File: config.mk
export PLATFORM = sky130hd
export DESIGN_NAME = reg_ctx_engine
export DESIGN_NICKNAME = d
export VERILOG_FILES = /design/src/rtl/reg_ctx_engine.sv
export SDC_FILE = /design/constraint.sdc
export NUM_CORES = 1
export LEC_CHECK = 0
export BUFFER_PORTS_ARGS = -buffer_cell sky130_fd_sc_hd__buf_4
export CAP_MARGIN = 30
export CORE_MARGIN = 2
export CORE_UTILIZATION = 52
export CTS_CLUSTER_SIZE = 30
export DETAILED_ROUTE_END_ITERATION = 10
export HOLD_SLACK_MARGIN = 0.05
export PLACE_DENSITY = 0.85
export SYNTH_ARGS = -nofsm -noshare
export SYNTH_HDL_FRONTEND = slang
export SYNTH_SLANG_ARGS = --single-unit
File: constraint.sdc
create_clock -name clk -period 3.1 [get_ports clk]
set_input_delay 0.62 -clock clk [delete_from_list [all_inputs] [get_ports clk]]
set_output_delay 0.62 -clock clk [all_outputs]
set_load 0.005 [all_outputs]
File: src/rtl/reg_ctx_engine.sv
// rtl/reg_ctx_engine.sv - register-file context save/restore engine (optional checksum via REG_CTX_CHECKSUM_EN)
module reg_ctx_engine #(
    parameter int DATA_W   = 16,
    parameter int ADDR_W   = 4,
    parameter int NUM_REGS = 16
) (
    input  logic              clk,
    input  logic              rst,
    input  logic              start_save,
    input  logic              start_restore,
    input  logic              abort,
    output logic              busy,
    output logic              done,
`ifdef REG_CTX_CHECKSUM_EN
    output logic              chk_err,
`endif
    output logic [ADDR_W-1:0] rf_rs,
    input  logic [DATA_W-1:0] rf_rdata,
    output logic [ADDR_W-1:0] rf_rd,
    output logic [DATA_W-1:0] rf_rw,
    output logic              rf_wr,
    output logic [DATA_W-1:0] so_data,
    output logic              so_valid,
    input  logic              so_ready,
    output logic              so_last,
    input  logic [DATA_W-1:0] si_data,
    input  logic              si_valid,
    output logic              si_ready
);

    typedef enum logic [2:0] {
        IDLE      = 3'd0,
        SAVE_ADDR = 3'd1,
        SAVE_CAP  = 3'd2,
        SAVE_OUT  = 3'd3,
        RESTORE   = 3'd4,
        DONE      = 3'd5
    } state_t;

    localparam logic [ADDR_W-1:0] LAST_IDX = ADDR_W'(NUM_REGS - 1);
    localparam logic [ADDR_W-1:0] IDX_ONE  = ADDR_W'(1);

    state_t              state_q, state_d;
    logic [ADDR_W-1:0]   idx_q, idx_d;
    logic [ADDR_W-1:0]   rf_rs_q, rf_rs_d;
    logic [ADDR_W-1:0]   rf_rd_q, rf_rd_d;
    logic [DATA_W-1:0]   rf_rw_q, rf_rw_d;
    logic                rf_wr_q, rf_wr_d;
    logic [DATA_W-1:0]   so_data_q, so_data_d;
    logic                so_valid_q, so_valid_d;
    logic                so_last_q, so_last_d;
    logic                done_q, done_d;
    logic                busy_q, busy_d;
`ifdef REG_CTX_CHECKSUM_EN
    // Running sum of words moved so far; chk_phase marks the trailing checksum word.
    logic [DATA_W-1:0]   sum_q, sum_d;
    logic                chk_phase_q, chk_phase_d;
    logic                chk_err_q, chk_err_d;
`endif

    // State and registered outputs; reset abandons any partial transfer.
    always_ff @(posedge clk or negedge rst) begin
        if (!rst) begin
            state_q     <= IDLE;
            idx_q       <= '0;
            rf_rs_q     <= '0;
            rf_rd_q     <= '0;
            rf_rw_q     <= '0;
            rf_wr_q     <= 1'b0;
            so_data_q   <= '0;
            so_valid_q  <= 1'b0;
            so_last_q   <= 1'b0;
            done_q      <= 1'b0;
            busy_q      <= 1'b0;
`ifdef REG_CTX_CHECKSUM_EN
            sum_q       <= '0;
            chk_phase_q <= 1'b0;
            chk_err_q   <= 1'b0;
`endif
        end else begin
            state_q     <= state_d;
            idx_q       <= idx_d;
            rf_rs_q     <= rf_rs_d;
            rf_rd_q     <= rf_rd_d;
            rf_rw_q     <= rf_rw_d;
            rf_wr_q     <= rf_wr_d;
            so_data_q   <= so_data_d;
            so_valid_q  <= so_valid_d;
            so_last_q   <= so_last_d;
            done_q      <= done_d;
            busy_q      <= busy_d;
`ifdef REG_CTX_CHECKSUM_EN
            sum_q       <= sum_d;
            chk_phase_q <= chk_phase_d;
            chk_err_q   <= chk_err_d;
`endif
        end
    end

    // Next-state and next-output decode; abort overrides the sequencing but not a scheduled write.
    always_comb begin
        state_d     = state_q;
        idx_d       = idx_q;
        rf_rs_d     = rf_rs_q;
        rf_rd_d     = rf_rd_q;
        rf_rw_d     = rf_rw_q;
        rf_wr_d     = 1'b0;
        so_data_d   = so_data_q;
        so_valid_d  = so_valid_q;
        so_last_d   = so_last_q;
`ifdef REG_CTX_CHECKSUM_EN
        sum_d       = sum_q;
        chk_phase_d = chk_phase_q;
        chk_err_d   = chk_err_q;
`endif

        case (state_q)
            IDLE: begin
                if (start_save || start_restore) begin
                    state_d = start_save ? SAVE_ADDR : RESTORE;
                    idx_d   = '0;
                    rf_rs_d = '0;
`ifdef REG_CTX_CHECKSUM_EN
                    sum_d       = '0;
                    chk_phase_d = 1'b0;
                    chk_err_d   = 1'b0;
`endif
                end
            end
            SAVE_ADDR: begin
                state_d = SAVE_CAP;
            end
            SAVE_CAP: begin
                // The file's read port is registered, so R[idx] is visible this cycle.
                so_data_d  = rf_rdata;
                so_valid_d = 1'b1;
`ifdef REG_CTX_CHECKSUM_EN
                so_last_d  = 1'b0;
                sum_d      = sum_q + rf_rdata;
`else
                so_last_d  = (idx_q == LAST_IDX);
`endif
                state_d    = SAVE_OUT;
            end
            SAVE_OUT: begin
                if (so_ready) begin
                    so_valid_d = 1'b0;
                    so_last_d  = 1'b0;
`ifdef REG_CTX_CHECKSUM_EN
                    if (chk_phase_q) begin
                        state_d = DONE;
                    end else if (idx_q == LAST_IDX) begin
                        // Follow the last register word directly with the checksum word.
                        so_data_d   = sum_q;
                        so_valid_d  = 1'b1;
                        so_last_d   = 1'b1;
                        chk_phase_d = 1'b1;
                    end else begin
                        idx_d   = idx_q + IDX_ONE;
                        rf_rs_d = idx_q + IDX_ONE;
                        state_d = SAVE_ADDR;
                    end
`else
                    if (idx_q == LAST_IDX) begin
                        state_d = DONE;
                    end else begin
                        idx_d   = idx_q + IDX_ONE;
                        rf_rs_d = idx_q + IDX_ONE;
                        state_d = SAVE_ADDR;
                    end
`endif
                end
            end
            RESTORE: begin
                if (si_valid) begin
`ifdef REG_CTX_CHECKSUM_EN
                    if (chk_phase_q) begin
                        chk_err_d = (si_data != sum_q);
                        state_d   = DONE;
                    end else begin
                        rf_wr_d = 1'b1;
                        rf_rd_d = idx_q;
                        rf_rw_d = si_data;
                        sum_d   = sum_q + si_data;
                        if (idx_q == LAST_IDX) begin
                            chk_phase_d = 1'b1;
                        end else begin
                            idx_d = idx_q + IDX_ONE;
                        end
                    end
`else
                    rf_wr_d = 1'b1;
                    rf_rd_d = idx_q;
                    rf_rw_d = si_data;
                    if (idx_q == LAST_IDX) begin
                        state_d = DONE;
                    end else begin
                        idx_d = idx_q + IDX_ONE;
                    end
`endif
                end
            end
            DONE: begin
                state_d = IDLE;
            end
            default: begin
                state_d = IDLE;
            end
        endcase

        if (abort && (state_q != IDLE)) begin
            state_d    = IDLE;
            so_valid_d = 1'b0;
            so_last_d  = 1'b0;
        end

        done_d = (state_d == DONE);
        busy_d = (state_d != IDLE);
    end

    assign busy     = busy_q;
    assign done     = done_q;
    assign rf_rs    = rf_rs_q;
    assign rf_rd    = rf_rd_q;
    assign rf_rw    = rf_rw_q;
    assign rf_wr    = rf_wr_q;
    assign so_data  = so_data_q;
    assign so_valid = so_valid_q;
    assign so_last  = so_last_q;
    assign si_ready = (state_q == RESTORE);
`ifdef REG_CTX_CHECKSUM_EN
    assign chk_err  = chk_err_q;
`endif

endmodule

Word-level counts from Yosys, hierarchy flattened
Cells that the tools add are included.
Operators by class
  mux-type cells: 23
  $add $sub $neg: 1
  eq/ne operators: 11
  reductions and logical operators: 12
Operators with widths (count)
  4-bit two-way mux: 6
  3-bit two-way mux: 7
  3-bit case mux with 5 select lines: 1
  4-bit case mux with 3 select lines: 1
  3-bit nonzero test: 4
  2-bit inequality test, second input constant: 4
  4-bit case mux with 2 select lines: 1
  4-bit AND reduction: 2
  3-bit by 2-bit equality test with 1-bit output, second input constant: 2
  3-bit equality test, second input constant: 2
  1-bit two-way mux: 5
  4-bit by 1-bit adder with 4-bit output, second input constant: 1
  4-bit equality test, second input constant: 1
  1-bit case mux with 2 select lines: 2
  2-bit AND reduction: 2
  3-bit by 1-bit equality test with 1-bit output, second input constant: 1
  3-bit zero test: 1
  3-bit inequality test, second input constant: 1
  2-bit nonzero test: 1
  1-bit logical AND: 1
  1-bit logical OR: 1
Storage, ports and cells
  bits in registers: 52
  output and inout port bits: 46
  word-level logic and storage cells: 58
  bits of input ports: 39

Logic depth before layout (Yosys ltp)
  depth in word-level cells: 6
  mapped depth: 5
  mapped depth without buffers: 5

Worst setup path before layout
OpenSTA, ideal clock, no wires.
  kind: in2reg
  from: in start_restore
  to: reg idx_q[0]
  required time: 2.975 ns
  data arrival time: 1.739 ns
  stages: 4
  library setup time: 0.125 ns
  setup slack: 1.236 ns
  path through: or4_4 a21oi_4 a21oi_4 mux2_4
Between the ends
  longest elaborated chain between the ends: 3
RTL lines
  start, declared: RTL line 10  | input logic start_restore,
  1-bit logical OR: RTL line 119  | if (start_save || start_restore) begin
  2-bit inequality test (no line)
  4-bit AND reduction (no line)
  end signal, assigned: RTL line 82  | idx_q <= idx_d;
  end, declared: RTL line 44  | logic [ADDR_W-1:0] idx_q, idx_d;
No other way between the ends.
A chain may end at the register's enable or synchronous reset.

Final worst setup path
  from: reg state_q[0]
  to: out si_ready
Between the ends
  longest elaborated chain between the ends: 1
RTL lines
  start, declared: RTL line 43  | state_t state_q, state_d;
  start signal, assigned: RTL line 81  | state_q <= state_d;
  3-bit equality test: RTL line 230  | assign si_ready = (state_q == RESTORE);
  end, declared: RTL line 28  | output logic si_ready
No other way between the ends.

==> impl_metrics.json <==
{
  "status": "finished, final reports clean",
  "clock-root-buffer": "clkbuf_8",
  "worst_pin_slew_ns": 0.626,
  "final_cell_mix": "buf_4, dfrtp_1, mux2_2",
  "cts_resized": 0,
  "dpl.hpwl_mm": 3.28,
  "grt-ovfl-total": 0,
  "route.met3.wl_um": 270,
  "drv_slew": 0,
  "rows": 23,
  "yosys_warnings": 0,
  "setup_violations": 0,
  "wire_per_inst_um": 14.7,
  "drt_iter0_markers": 52,
  "dieWidth_um": 69.4,
  "synth_area_leader_cell": "dfrtp_1",
  "numCtsBuffers": 5,
  "multi_input_area_um2": 860,
  "nets": 287,
  "die_height_um": 69.4,
  "grt_start_max_net_pins": 53,
  "syn_area_per_cell_um2": 13.8,
  "ant_nets": 0,
  "leakage_nw": 1.44,
  "power.density_mw_per_mm2": 870,
  "grt_pass1_vias": 1553,
  "clk_latency_ns": 0.29,
  "vias_per_cell": 5.19,
  "drive_above_1_share_pct": 55.2,
  "cp-end-kind": "output pin",
  "io_buffers": 84,
  "htreeDepth": 2,
  "crit_type": "reg -> out",
  "hold_path_class": "in -> async",
  "post-route-min-period_ns": 2.08,
  "ff_latch_area_mm2": 0.00130,
  "synth_top_flop_cell": "dfrtp_1",
  "synth-async-reset-ratio_pct": 100,
  "fmax_ghz": 0.482,
  "yosysTopAreaCellShare_pct": 58.6,
  "routed_wl_mm": 4.37,
  "peakVddDrop_mv": 0.559,
  "worstPathMaxFanout": 14,
  "grt_usage_pct": 19.2,
  "placedCellCount": 290,
  "core_area_mm2": 0.00406,
  "cts_hold_buf": 0,
  "gp_congestion": 0.786,
  "finalSetupTns_ns": 0,
  "route.met2.wl_mm": 2.10,
  "synth.cell_area_mm2": 0.00222,
  "dr.pass1.iters": 4,
  "grt_setup_unrepaired": "false",
  "period_share_pct": 67.0,
  "start_kind": "flop",
  "synth-seq-cells": 52,
  "grt_pass1_wl_mm": 7.53,
  "synth_cell_type_count": 44,
  "max_slew_margin_pct": 58.3,
  "via_count": 1548,
  "start_util_pct": 54.7,
  "antenna_found_initial": 0,
  "top_layer_used": "met4",
  "fin_skew_ns": 0.00641,
  "synth_nets": 201,
  "clk_pin_slew_ns": 0.09,
  "drc": 0,
  "total_power_w": 0.00259,
  "clock-sinks": 52,
  "areaGrowthSynthToFinish_pct": 34.2,
  "io-pin-count": 85,
  "post_cts_buffers": 0,
  "fillerInstances": 285,
  "synth-edff-count": 0,
  "wl_met1_mm": 1.98,
  "instances_no_fill": 298,
  "crit_arrival_ns": 1.46,
  "hold_viol": 0,
  "diodes": 0,
  "final_common_cell": "buf_4",
  "ys_seq_area_share_pct": 58.6,
  "clk_path_buf_depth": 2,
  "synthCells": 161,
  "synth_area_leaders": "dfrtp_1, mux2_2, o21ai_0, a21oi_4, mux2_4",
  "critPathRequiredTime_ns": 2.48,
  "tritoncts": "yes",
  "dieArea_mm2": 0.00481,
  "maxCapViolCount": 0
}
[per-layer routing]
| layer | global-route usage, % | vias up |
|---|---|---|
| li1 | - | 755 |
| met1 | 27.0 | 739 |
| met2 | 29.7 | 52 |
| met3 | 6.10 | 2 |
| met4 | 3.92 | 0 |
| met5 | 0 | - |
[cell usage after synthesis (all sizes together), types with 3 or more instances]
library cell,instances
dfrtp,52
mux2,38
o21ai,7
buf,6
inv,6
a21oi,5
nor2,4
nand2,3
nand3,3
nor2b,3
o41ai,3
[per-stage QoR]
stage	worst slack, ns	cell area (µm²)	hold slack [ns]	util (%)
after global placement	1.08	2890	0.490	71.3
after CTS	1.01	2980	0.370	73.5
after floorplan	1.24	2220	0.324	-
after global routing	0.849	2980	0.383	73.5
after detailed placement	1.07	2890	0.497	71.3
final	1.02	2980	0.334	73.5
[worst paths after layout]
check                      slack [ns]  depth (start not counted)     endpoint        start
setup / recovery                 1.02                          3     si_ready   state_q[0]
hold / removal                   0.33                          1     rf_rs[2]          rst
setup reg to reg                 1.18                          5     idx_q[0]     idx_q[0]
hold reg to reg                  0.51                          1  so_data[14]  so_data[14]
min in group clk                 0.51                          1  so_data[14]  so_data[14]
max in group asynchronous        2.34                          1   state_q[1]          rst
[kinds of logic (layout without fill, tap and decap cells)]
kind of cell	Yosys count	in the layout	synth area share, %
fa+ha+maj	2	2	1.01
buf+inv	13	100	2.70
xor+xnor	2	2	0.789
compound gates	25	25	9.24
mux	39	39	20.1
flops	52	52	58.6
simple gates	28	28	7.61
[worst max-delay path, cell delays in order (launching register included)]
cell and delay [ns]:
dfrtp_1 0.52, nor2_1 0.36, and2_1 0.18, buf_4 0.10
[cell type report]
type                            count  area share [%]
Clock buffer                        6            2.43
Clock inverter                      2           0.546
Inverter                            6           0.756
Multi-Input combinational cell     96            28.8
Sequential cell                    52            43.7
Tap cell                           50            2.10
Timing Repair Buffer               86            21.7
[flip-flops by register name (all words and copies together) (netlist names)]
signal and cells:
busy 1, done 1, idx_q 4, rf_rd 4, rf_rs 4, rf_rw 16
rf_wr 1, so_data 16, so_last 1, so_valid 1, state_q 3
[report_power, final]
part	internal [W]	switching, W
clock network	0.000161	0.000209
registers	0.000941	0.000182
logic	0.000684	0.000414
Note: power is estimated with default switching activity, not from simulation.
